### src/rtl/xor_seq_ctrl_if.sv
// rtl/xor_seq_ctrl_if.sv - operand/result bus between the XOR sequencer and the shared neuron
interface xor_seq_ctrl_if #(
  parameter int TAM = 16
);
  logic                nrn_req;
  logic [3:0][TAM-1:0] nrn_in1;
  logic [3:0][TAM-1:0] nrn_in2;
  logic [TAM-1:0]      nrn_w0;
  logic [TAM-1:0]      nrn_w1;
  logic [TAM-1:0]      nrn_w2;
  logic                nrn_ack;
  logic [3:0][TAM-1:0] nrn_res;

  // Sequencer side: presents operands, receives the neuron result.
  modport master (
    output nrn_req, nrn_in1, nrn_in2, nrn_w0, nrn_w1, nrn_w2,
    input  nrn_ack, nrn_res
  );

  // Neuron side: consumes operands, returns the result.
  modport slave (
    input  nrn_req, nrn_in1, nrn_in2, nrn_w0, nrn_w1, nrn_w2,
    output nrn_ack, nrn_res
  );
endinterface

### src/rtl/xor_seq_ctrl.sv
// rtl/xor_seq_ctrl.sv - sequences three passes through a shared neuron to evaluate XOR
module xor_seq_ctrl #(
  parameter int TAM     = 16,
  parameter int TIMEOUT = 255
) (
  input  logic                clk,
  input  logic                rst_n,
  input  logic                start,
  input  logic [3:0][TAM-1:0] in1,
  input  logic [3:0][TAM-1:0] in2,
  input  logic                cfg_we,
  input  logic [3:0]          cfg_addr,
  input  logic [TAM-1:0]      cfg_data,
  xor_seq_ctrl_if.master      nrn,
  output logic [3:0][TAM-1:0] result,
  output logic                busy,
  output logic                done,
  output logic                err,
  output logic                cfg_err
);

  // Wide enough to hold TIMEOUT itself; at least one bit.
  localparam int CW = (TIMEOUT < 1) ? 1 : $clog2(TIMEOUT + 1);

  typedef enum logic [2:0] {
    IDLE = 3'd0,
    Z1   = 3'd1,
    Z2   = 3'd2,
    OUT  = 3'd3,
    DONE = 3'd4
  } state_t;

  state_t              state;
  state_t              state_nxt;
  logic [TAM-1:0]      wgt [9];
  logic [3:0][TAM-1:0] in1_q;
  logic [3:0][TAM-1:0] in2_q;
  logic [3:0][TAM-1:0] z1_q;
  logic [3:0][TAM-1:0] z2_q;
  logic [3:0][TAM-1:0] result_q;
  logic [CW-1:0]       wait_cnt;
  logic                waiting;
  logic                ack_ok;
  logic                timeout;
  logic                start_ok;

  // Only the three neuron phases listen to the acknowledge.
  assign waiting  = (state == Z1) || (state == Z2) || (state == OUT);
  assign ack_ok   = waiting && nrn.nrn_ack;
  assign timeout  = waiting && !nrn.nrn_ack && (wait_cnt == CW'(TIMEOUT));
  assign start_ok = (state == IDLE) && start;
  assign result   = result_q;

  // State register.
  always_ff @(posedge clk or negedge rst_n) begin
    if (!rst_n) begin
      state <= IDLE;
    end else begin
      state <= state_nxt;
    end
  end

  // Next-state logic: each phase advances on ack or bails to DONE on timeout.
  always_comb begin
    state_nxt = state;
    case (state)
      IDLE: if (start) state_nxt = Z1;
      Z1: begin
        if (nrn.nrn_ack)  state_nxt = Z2;
        else if (timeout) state_nxt = DONE;
      end
      Z2: begin
        if (nrn.nrn_ack)  state_nxt = OUT;
        else if (timeout) state_nxt = DONE;
      end
      OUT: begin
        if (nrn.nrn_ack || timeout) state_nxt = DONE;
      end
      DONE:    state_nxt = IDLE;
      default: state_nxt = IDLE;
    endcase
  end

  // Output logic: operand/weight mux per phase, zeros outside the neuron phases.
  always_comb begin
    nrn.nrn_req = 1'b0;
    nrn.nrn_in1 = '0;
    nrn.nrn_in2 = '0;
    nrn.nrn_w0  = '0;
    nrn.nrn_w1  = '0;
    nrn.nrn_w2  = '0;
    busy        = (state != IDLE);
    done        = (state == DONE);
    case (state)
      Z1: begin
        nrn.nrn_req = 1'b1;
        nrn.nrn_in1 = in1_q;
        nrn.nrn_in2 = in2_q;
        nrn.nrn_w0  = wgt[0];
        nrn.nrn_w1  = wgt[1];
        nrn.nrn_w2  = wgt[2];
      end
      Z2: begin
        nrn.nrn_req = 1'b1;
        nrn.nrn_in1 = in1_q;
        nrn.nrn_in2 = in2_q;
        nrn.nrn_w0  = wgt[3];
        nrn.nrn_w1  = wgt[4];
        nrn.nrn_w2  = wgt[5];
      end
      OUT: begin
        nrn.nrn_req = 1'b1;
        nrn.nrn_in1 = z1_q;
        nrn.nrn_in2 = z2_q;
        nrn.nrn_w0  = wgt[6];
        nrn.nrn_w1  = wgt[7];
        nrn.nrn_w2  = wgt[8];
      end
      default: ;
    endcase
  end

  // Weight file: writable only in IDLE; anything else is refused and flagged.
  always_ff @(posedge clk or negedge rst_n) begin
    if (!rst_n) begin
      for (int i = 0; i < 9; i++) wgt[i] <= '0;
      cfg_err <= 1'b0;
    end else begin
      if (start_ok) cfg_err <= 1'b0;
      // A refused write in the same cycle as start still leaves the flag set.
      if (cfg_we) begin
        if ((state == IDLE) && (cfg_addr < 4'd9)) wgt[cfg_addr] <= cfg_data;
        else                                      cfg_err <= 1'b1;
      end
    end
  end

  // Sample latch on accepted start; error flag cleared by start, set by timeout.
  always_ff @(posedge clk or negedge rst_n) begin
    if (!rst_n) begin
      in1_q <= '0;
      in2_q <= '0;
      err   <= 1'b0;
    end else begin
      if (start_ok) begin
        in1_q <= in1;
        in2_q <= in2;
        err   <= 1'b0;
      end
      if (timeout) err <= 1'b1;
    end
  end

  // Wait counter: zero on any phase change, counts cycles spent without ack.
  always_ff @(posedge clk or negedge rst_n) begin
    if (!rst_n) begin
      wait_cnt <= '0;
    end else if (!waiting || (state_nxt != state)) begin
      wait_cnt <= '0;
    end else begin
      wait_cnt <= wait_cnt + CW'(1);
    end
  end

  // Result capture: z1, z2 and the final result each load on their phase's ack.
  always_ff @(posedge clk or negedge rst_n) begin
    if (!rst_n) begin
      z1_q     <= '0;
      z2_q     <= '0;
      result_q <= '0;
    end else if (ack_ok) begin
      case (state)
        Z1:      z1_q     <= nrn.nrn_res;
        Z2:      z2_q     <= nrn.nrn_res;
        OUT:     result_q <= nrn.nrn_res;
        default: ;
      endcase
    end
  end

endmodule

### src/flat_wrapper.sv
// flat-port wrapper written by rule: the top's interface ports become plain ports
module xor_seq_ctrl_flat 
#(
  parameter int TAM     = 16,
  parameter int TIMEOUT = 255
)
  (clk, rst_n, start, in1, in2, cfg_we, cfg_addr, cfg_data, result, busy, done, err, cfg_err, nrn_nrn_req, nrn_nrn_in1, nrn_nrn_in2, nrn_nrn_w0, nrn_nrn_w1, nrn_nrn_w2, nrn_nrn_ack, nrn_nrn_res);
  xor_seq_ctrl_if #(.TAM(TAM)) nrn_i ();
  input  logic clk;
  input  logic rst_n;
  input  logic start;
  input  logic [3:0][TAM-1:0] in1;
  input  logic [3:0][TAM-1:0] in2;
  input  logic cfg_we;
  input  logic [3:0] cfg_addr;
  input  logic [TAM-1:0] cfg_data;
  output logic [3:0][TAM-1:0] result;
  output logic busy;
  output logic done;
  output logic err;
  output logic cfg_err;
  output wire logic [$bits(nrn_i.nrn_req)-1:0] nrn_nrn_req;
  output wire logic [$bits(nrn_i.nrn_in1)-1:0] nrn_nrn_in1;
  output wire logic [$bits(nrn_i.nrn_in2)-1:0] nrn_nrn_in2;
  output wire logic [$bits(nrn_i.nrn_w0)-1:0] nrn_nrn_w0;
  output wire logic [$bits(nrn_i.nrn_w1)-1:0] nrn_nrn_w1;
  output wire logic [$bits(nrn_i.nrn_w2)-1:0] nrn_nrn_w2;
  input wire logic [$bits(nrn_i.nrn_ack)-1:0] nrn_nrn_ack;
  input wire logic [$bits(nrn_i.nrn_res)-1:0] nrn_nrn_res;
  assign nrn_nrn_req = nrn_i.nrn_req;
  assign nrn_nrn_in1 = nrn_i.nrn_in1;
  assign nrn_nrn_in2 = nrn_i.nrn_in2;
  assign nrn_nrn_w0 = nrn_i.nrn_w0;
  assign nrn_nrn_w1 = nrn_i.nrn_w1;
  assign nrn_nrn_w2 = nrn_i.nrn_w2;
  assign nrn_i.nrn_ack = nrn_nrn_ack;
  assign nrn_i.nrn_res = nrn_nrn_res;
  xor_seq_ctrl #(.TAM(TAM), .TIMEOUT(TIMEOUT)) u_core (.clk(clk), .rst_n(rst_n), .start(start), .in1(in1), .in2(in2), .cfg_we(cfg_we), .cfg_addr(cfg_addr), .cfg_data(cfg_data), .nrn(nrn_i), .result(result), .busy(busy), .done(done), .err(err), .cfg_err(cfg_err));
endmodule
### config.mk
export PLATFORM = sky130hd
export DESIGN_NAME = xor_seq_ctrl_flat
export DESIGN_NICKNAME = d
export VERILOG_FILES = /design/src/rtl/xor_seq_ctrl_if.sv /design/src/rtl/xor_seq_ctrl.sv /design/src/flat_wrapper.sv
export SDC_FILE = /design/constraint.sdc
export NUM_CORES = 1
export LEC_CHECK = 0
export CAP_MARGIN = 20
export CORE_AREA = 2 2 196 198
export CTS_CLUSTER_DIAMETER = 120
export DETAILED_ROUTE_END_ITERATION = 8
export DIE_AREA = 0 0 198 200
export PLACE_DENSITY_LB_ADDON = 0.08
export SLEW_MARGIN = 25
export SYNTH_ARGS = -nofsm -noshare
export SYNTH_HDL_FRONTEND = slang
export SYNTH_SLANG_ARGS = --single-unit
### constraint.sdc
create_clock -name clk -period 6.1 [get_ports clk]
set_input_delay 0.915 -clock clk [delete_from_list [all_inputs] [get_ports clk]]
set_output_delay 0.915 -clock clk [all_outputs]
set_load 0.01 [all_outputs]
After elaboration in Yosys (flattened, before gate mapping)
Cells that the tools add are included.
- bits of input ports: 217
- logic and storage cells: 86
- output and inout bits: 245
- register bits: 477
- $add $sub $neg: 1
- bitwise operators: 1
- reductions and logical operators: 21
- equal/unequal tests: 6
- magnitude comparators: 3
- mux-type cells: 21
- operators by type and width (kind ; number):
    $pmux W64 S2 ; 2
    $bwmux W144 ; 1
    $pmux W16 S3 ; 3
    $demux W16 S4 ; 1
    $mux W16 ; 1
    $mux W3 ; 5
    $pmux W3 S4 ; 1
    $add A8 B1 Y8 const B ; 1
    $eq A8 B8 Y1 const B ; 1
    $mux W8 ; 1
    $reduce_and A2 Y1 ; 4
    $eq A3 B2 Y1 const B ; 2
    $logic_and A1 B1 Y1 ; 6
    $mux W1 ; 6
    $ge A5 B5 Y1 const B ; 1
    $lt A5 B1 Y1 const B ; 1
    $not A4 Y5 ; 1
    $logic_or A1 B1 Y1 ; 4
    $lt A4 B4 Y1 const B ; 1
    $eq A3 B1 Y1 const B ; 1
    $eq A3 B3 Y1 const B ; 1
    $logic_not A3 Y1 ; 1
    $ne A3 B3 Y1 ; 1
    $reduce_bool A3 Y1 ; 1
    other kinds (4) ; 5

Depth between registers and ports, before layout
- depth in word-level cells: 11
- mapped depth: 6
- gate-level depth less buffers: 4

Worst setup path after synthesis
Ideal clock, no wire load.
- path type: reg-to-output
- start point: register u_core.state[0]
- end point: output port nrn_nrn_in1[61]
- required time: 5.185 ns
- setup slack: 3.488 ns
- arrival time: 1.697 ns
- stages on the path, launching flop included: 7
- path buffers: 3
- path through: dfrtp_1 buf_2 nand2b_1 a21oi_1 clkbuf_1 clkbuf_1 a22o_1
- word-level cells in the longest chain between the ends: 3
- elaborated cells on any way between the ends: 5
- classes of those cells: eq/ne (3); mux (1); reduce/logical (1)
- RTL lines (what ; RTL line ; RTL):
    start: declaration ; xor_seq_ctrl.sv:33 ; state_t state;
    start signal: assignment ; xor_seq_ctrl.sv:59 ; state <= state_nxt;
    $eq A3 B2 Y1 or $eq A3 B1 Y1 (tied branches) ; xor_seq_ctrl.sv:94 ; case (state)
    $reduce_or A2 Y1 (no source line) ; - ;
    $pmux W64 S2 (*) ; xor_seq_ctrl.sv:94 ;
    end: declaration ; flat_wrapper.sv:23 ; output wire logic [$bits(nrn_i.nrn_in1)-1:0] nrn_nrn_in1;
Mark *: on every way between the ends. The rest lies on a longest branch, timed or not.

Final worst setup path
- start point: register u_core.state[0]
- end point: output port nrn_nrn_in2[16]
- word-level cells in the longest chain between the ends: 3
- elaborated cells on any way between the ends: 5
- classes of those cells: eq/ne (3); mux (1); reduce/logical (1)
- RTL lines (what ; RTL line ; RTL):
    $eq A3 B2 Y1 or $eq A3 B1 Y1 (tied branches) ; xor_seq_ctrl.sv:94 ;
    $reduce_or A2 Y1 (no source line) ; - ;
    $pmux W64 S2 (*) ; xor_seq_ctrl.sv:94 ;
    end: declaration ; flat_wrapper.sv:24 ; output wire logic [$bits(nrn_i.nrn_in2)-1:0] nrn_nrn_in2;
Marked as above.

==> results.yml <==
outcome:
  status: "finished clean"
worst_setup_path:
  cp-start-kind: "register"
  crit_family: "buffers and inverters"
  cp_cell_sequence: "nand2b_1 -> a21oi_4 -> buf_4 -> a22o_1 -> clkdlybuf4s50_1"
  slowest_delay_ns: 0.85
  worstPathArrival_ns: 3.60
  crit_path_top_delay_cell: "dfrtp_2"
  path_buf_inv: 2
  critPathKind: "reg -> out"
  required_ns: 5.18
  end_kind: "output pin"
  critPathMaxFanout: 31
die:
  die_w_microns: 198
  dieArea_sq_um: 39600
  die_y_microns: 200
  num_rows: 71
  core_area_sq_um: 37400
  start_util: 0.543
  pin_count: 462
synth:
  yosys.area_share.adder: 0.000616
  synth_cell_types: 41
  synth-edff-count: 0
  syn-mean-instance-area_sq_um: 14.7
  synth_area_sq_um: 20300
  yosys.area_share.simple: 0.0259
  syn-num-nets: 1605
  synth_top_area_cell: "dfrtp_1"
  yosysWarnings: 0
  muxShareOfSynthArea: 0.284
  synth_ff_type: "dfrtp_1"
  synth_cells: 1387
  synth-compound-area-share: 0.0783
  synth.top_cell.area_share: 0.587
  ys_seq_elements: 477
  synth_xor_area_frac: 0.00129
  synthTopCellsByCount: "mux2_2 (512), dfrtp_1 (477), a22o_1 (129), nor2_1 (54), a22oi_1 (48)"
  async_flop_share: 1.00
  synth.area.top_cells: "dfrtp_1 (59%), mux2_2 (28%), a22o_1 (5.6%), a22oi_1 (1.8%), nor2_1 (1.0%)"
  synth_top_family_by_area: "multiplexers"
  yosysMostFrequentCell: "mux2_2"
  yosysSeqAreaShare: 0.587
route:
  via_per_inst: 5.72
  wl_microns: 56500
  via_count: 13600
  wl_per_cell_microns: 23.8
  drc_errors: 0
  drtAntennaViolNets: 0
  drt_iter0_markers: 525
  firstDrtPassIters: 4
finish:
  syn_to_final_growth_pct: 33.8
  final_core_util: 0.727
  layout-drive-gt1-share: 0.341
  nNetsFinal: 2034
  design_area_sq_um: 27200
global_routing:
  antenna_found_initial: 7
  grt_pass1_wl_microns: 84700
  grt_start_max_net_pins: 180
  grt_overflow: 0
  grt_pass1_vias: 14300
  grt_usage: 0.282
placement:
  gp_congestion: 0.822
  numPortBuffers: 461
  postPlaceCellArea_sq_um: 25400
  dp_slack_ns: 2.18
  dp_hpwl_microns: 37300
clock_tree:
  cts-resized-gates: 0
  cts_tree: "yes"
  cts.sinks: 477
  cts_setup_buffers: 0
  clk_latency_ns: 0.57
  clock_path_buffers: 3
  numCtsBuffers: 50
  holdBufCountCts: 0
  clockRootBuffer: "clkbuf_16"
  cts_htree_levels: 2
  path_clk_slew_ns: 0.06
timing:
  final.setup.tns_ns: 0
  period_needed_ns: 4.52
  worst_slack_ns: 1.58
  fmax_mhz: 221
  maxSlewViolCount: 0
  finalHoldViolations: 0
  slew_headroom: 0.281
  holdWs_ns: 0.329
  period_share: 0.741
  grt_setup_unrepaired: "no"
  setup_violations: 0
  tightest_slew_ns: 1.08
  skew_ns: 0.0140
power_and_ir_drop:
  pwr_density_cell_nw_per_um2: 574
  p_leak_nw: 11.6
  ir_worst_vdd_v: 0.000366
job:
  cap_violations: 0
worst_hold_path:
  min_path_type: "in -> async"
-- final timing paths --
check	slack, ns	from	end	cells after the start
worst min register to register	0.50	u_core.wgt[110]	u_core.wgt[110]	1
min in group clk	0.50	u_core.wgt[110]	u_core.wgt[110]	1
worst max-delay path	1.58	u_core.state[0]	nrn_nrn_in2[16]	5
max in group asynchronous	4.33	rst_n	u_core.in2_q[36]	2
worst min-delay path	0.33	rst_n	u_core.wgt[117]	1
worst max register to register	3.11	u_core.state[2]	u_core.z1_q[53]	5
-- sequential cells by signal (all words and copies together), names as in the netlist --
register and cells:
u_core.err 1, u_core.cfg_err 1, u_core.z1_q 64, u_core.state 3, u_core.in1_q 64, u_core.in2_q 64, u_core.z2_q 64, u_core.result 64
u_core.wgt 144, u_core.wait_cnt 8
-- worst register-to-register path: stages, from the launching register on --
cell,delay (ns)
dfrtp_2,0.38
buf_4,0.34
nor2b_1,0.38
nor2b_4,0.82
buf_4,0.52
mux2_2,0.41
-- cells by family after synthesis --
group                      count (synthesis)
muxes                                    512
buffers and inverters                    105
adders and majority gates                  1
and+or+nand+nor                           97
AOI/OAI and AO/OA                        192
DFF                                      477
xor gates and xnor gates                   3
-- layout by cell type (no fill, tap or decap), drive strengths merged, types with 2 or more instances in the layout --
cell type	instances
buf	17
bufinv	7
nor3	5
nand2	4
nand2b	2
a22oi	48
nor2	54
or3	3
and2	3
nand4	5
clkbuf	69
clkinv	9
nand4b	3
diode	9
o21ai	3
clkinvlp	3
mux2	512
inv	5
xnor2	2
nand3	7
clkdlybuf4s50	460
a21oi	4
nor2b	5
a22o	129
dfrtp	477
-- layout make-up --
type,count,area [sq um]
clock buffers,69,1490
flip-flops and latches,477,11900
fillers,2519,10200
repair buffers,477,4840
inverters,5,18.8
well taps,511,639
multi-input cells,805,7970
clock inverters,19,278
diodes,9,22.5
-- routing by layer --
layer  global-route usage  routed length (microns)
met1                0.353                    22800
met2                0.461                    27400
met3               0.0773                     4210
met4                0.128                     2020
met5                    0                       12
-- report_power, final --
part / internal (mW) / leakage, nW / switching, mW
Clock: 1.99 / 0.867 / 1.24
Combinational: 3.94 / 4.93 / 2.71
Sequential: 4.75 / 5.82 / 0.974
Total: 10.7 / 11.6 / 4.92
-- through the flow --
step | power (mW) | cells
after CTS | 15.7 | 2361
after global placement | 12.2 | 2273
after global routing | 16.4 | 2369
final | 15.6 | 2372
after detailed placement | 12.4 | 2273
after floorplan | 9.18 | 1387
(Power assumes the default switching activity.)
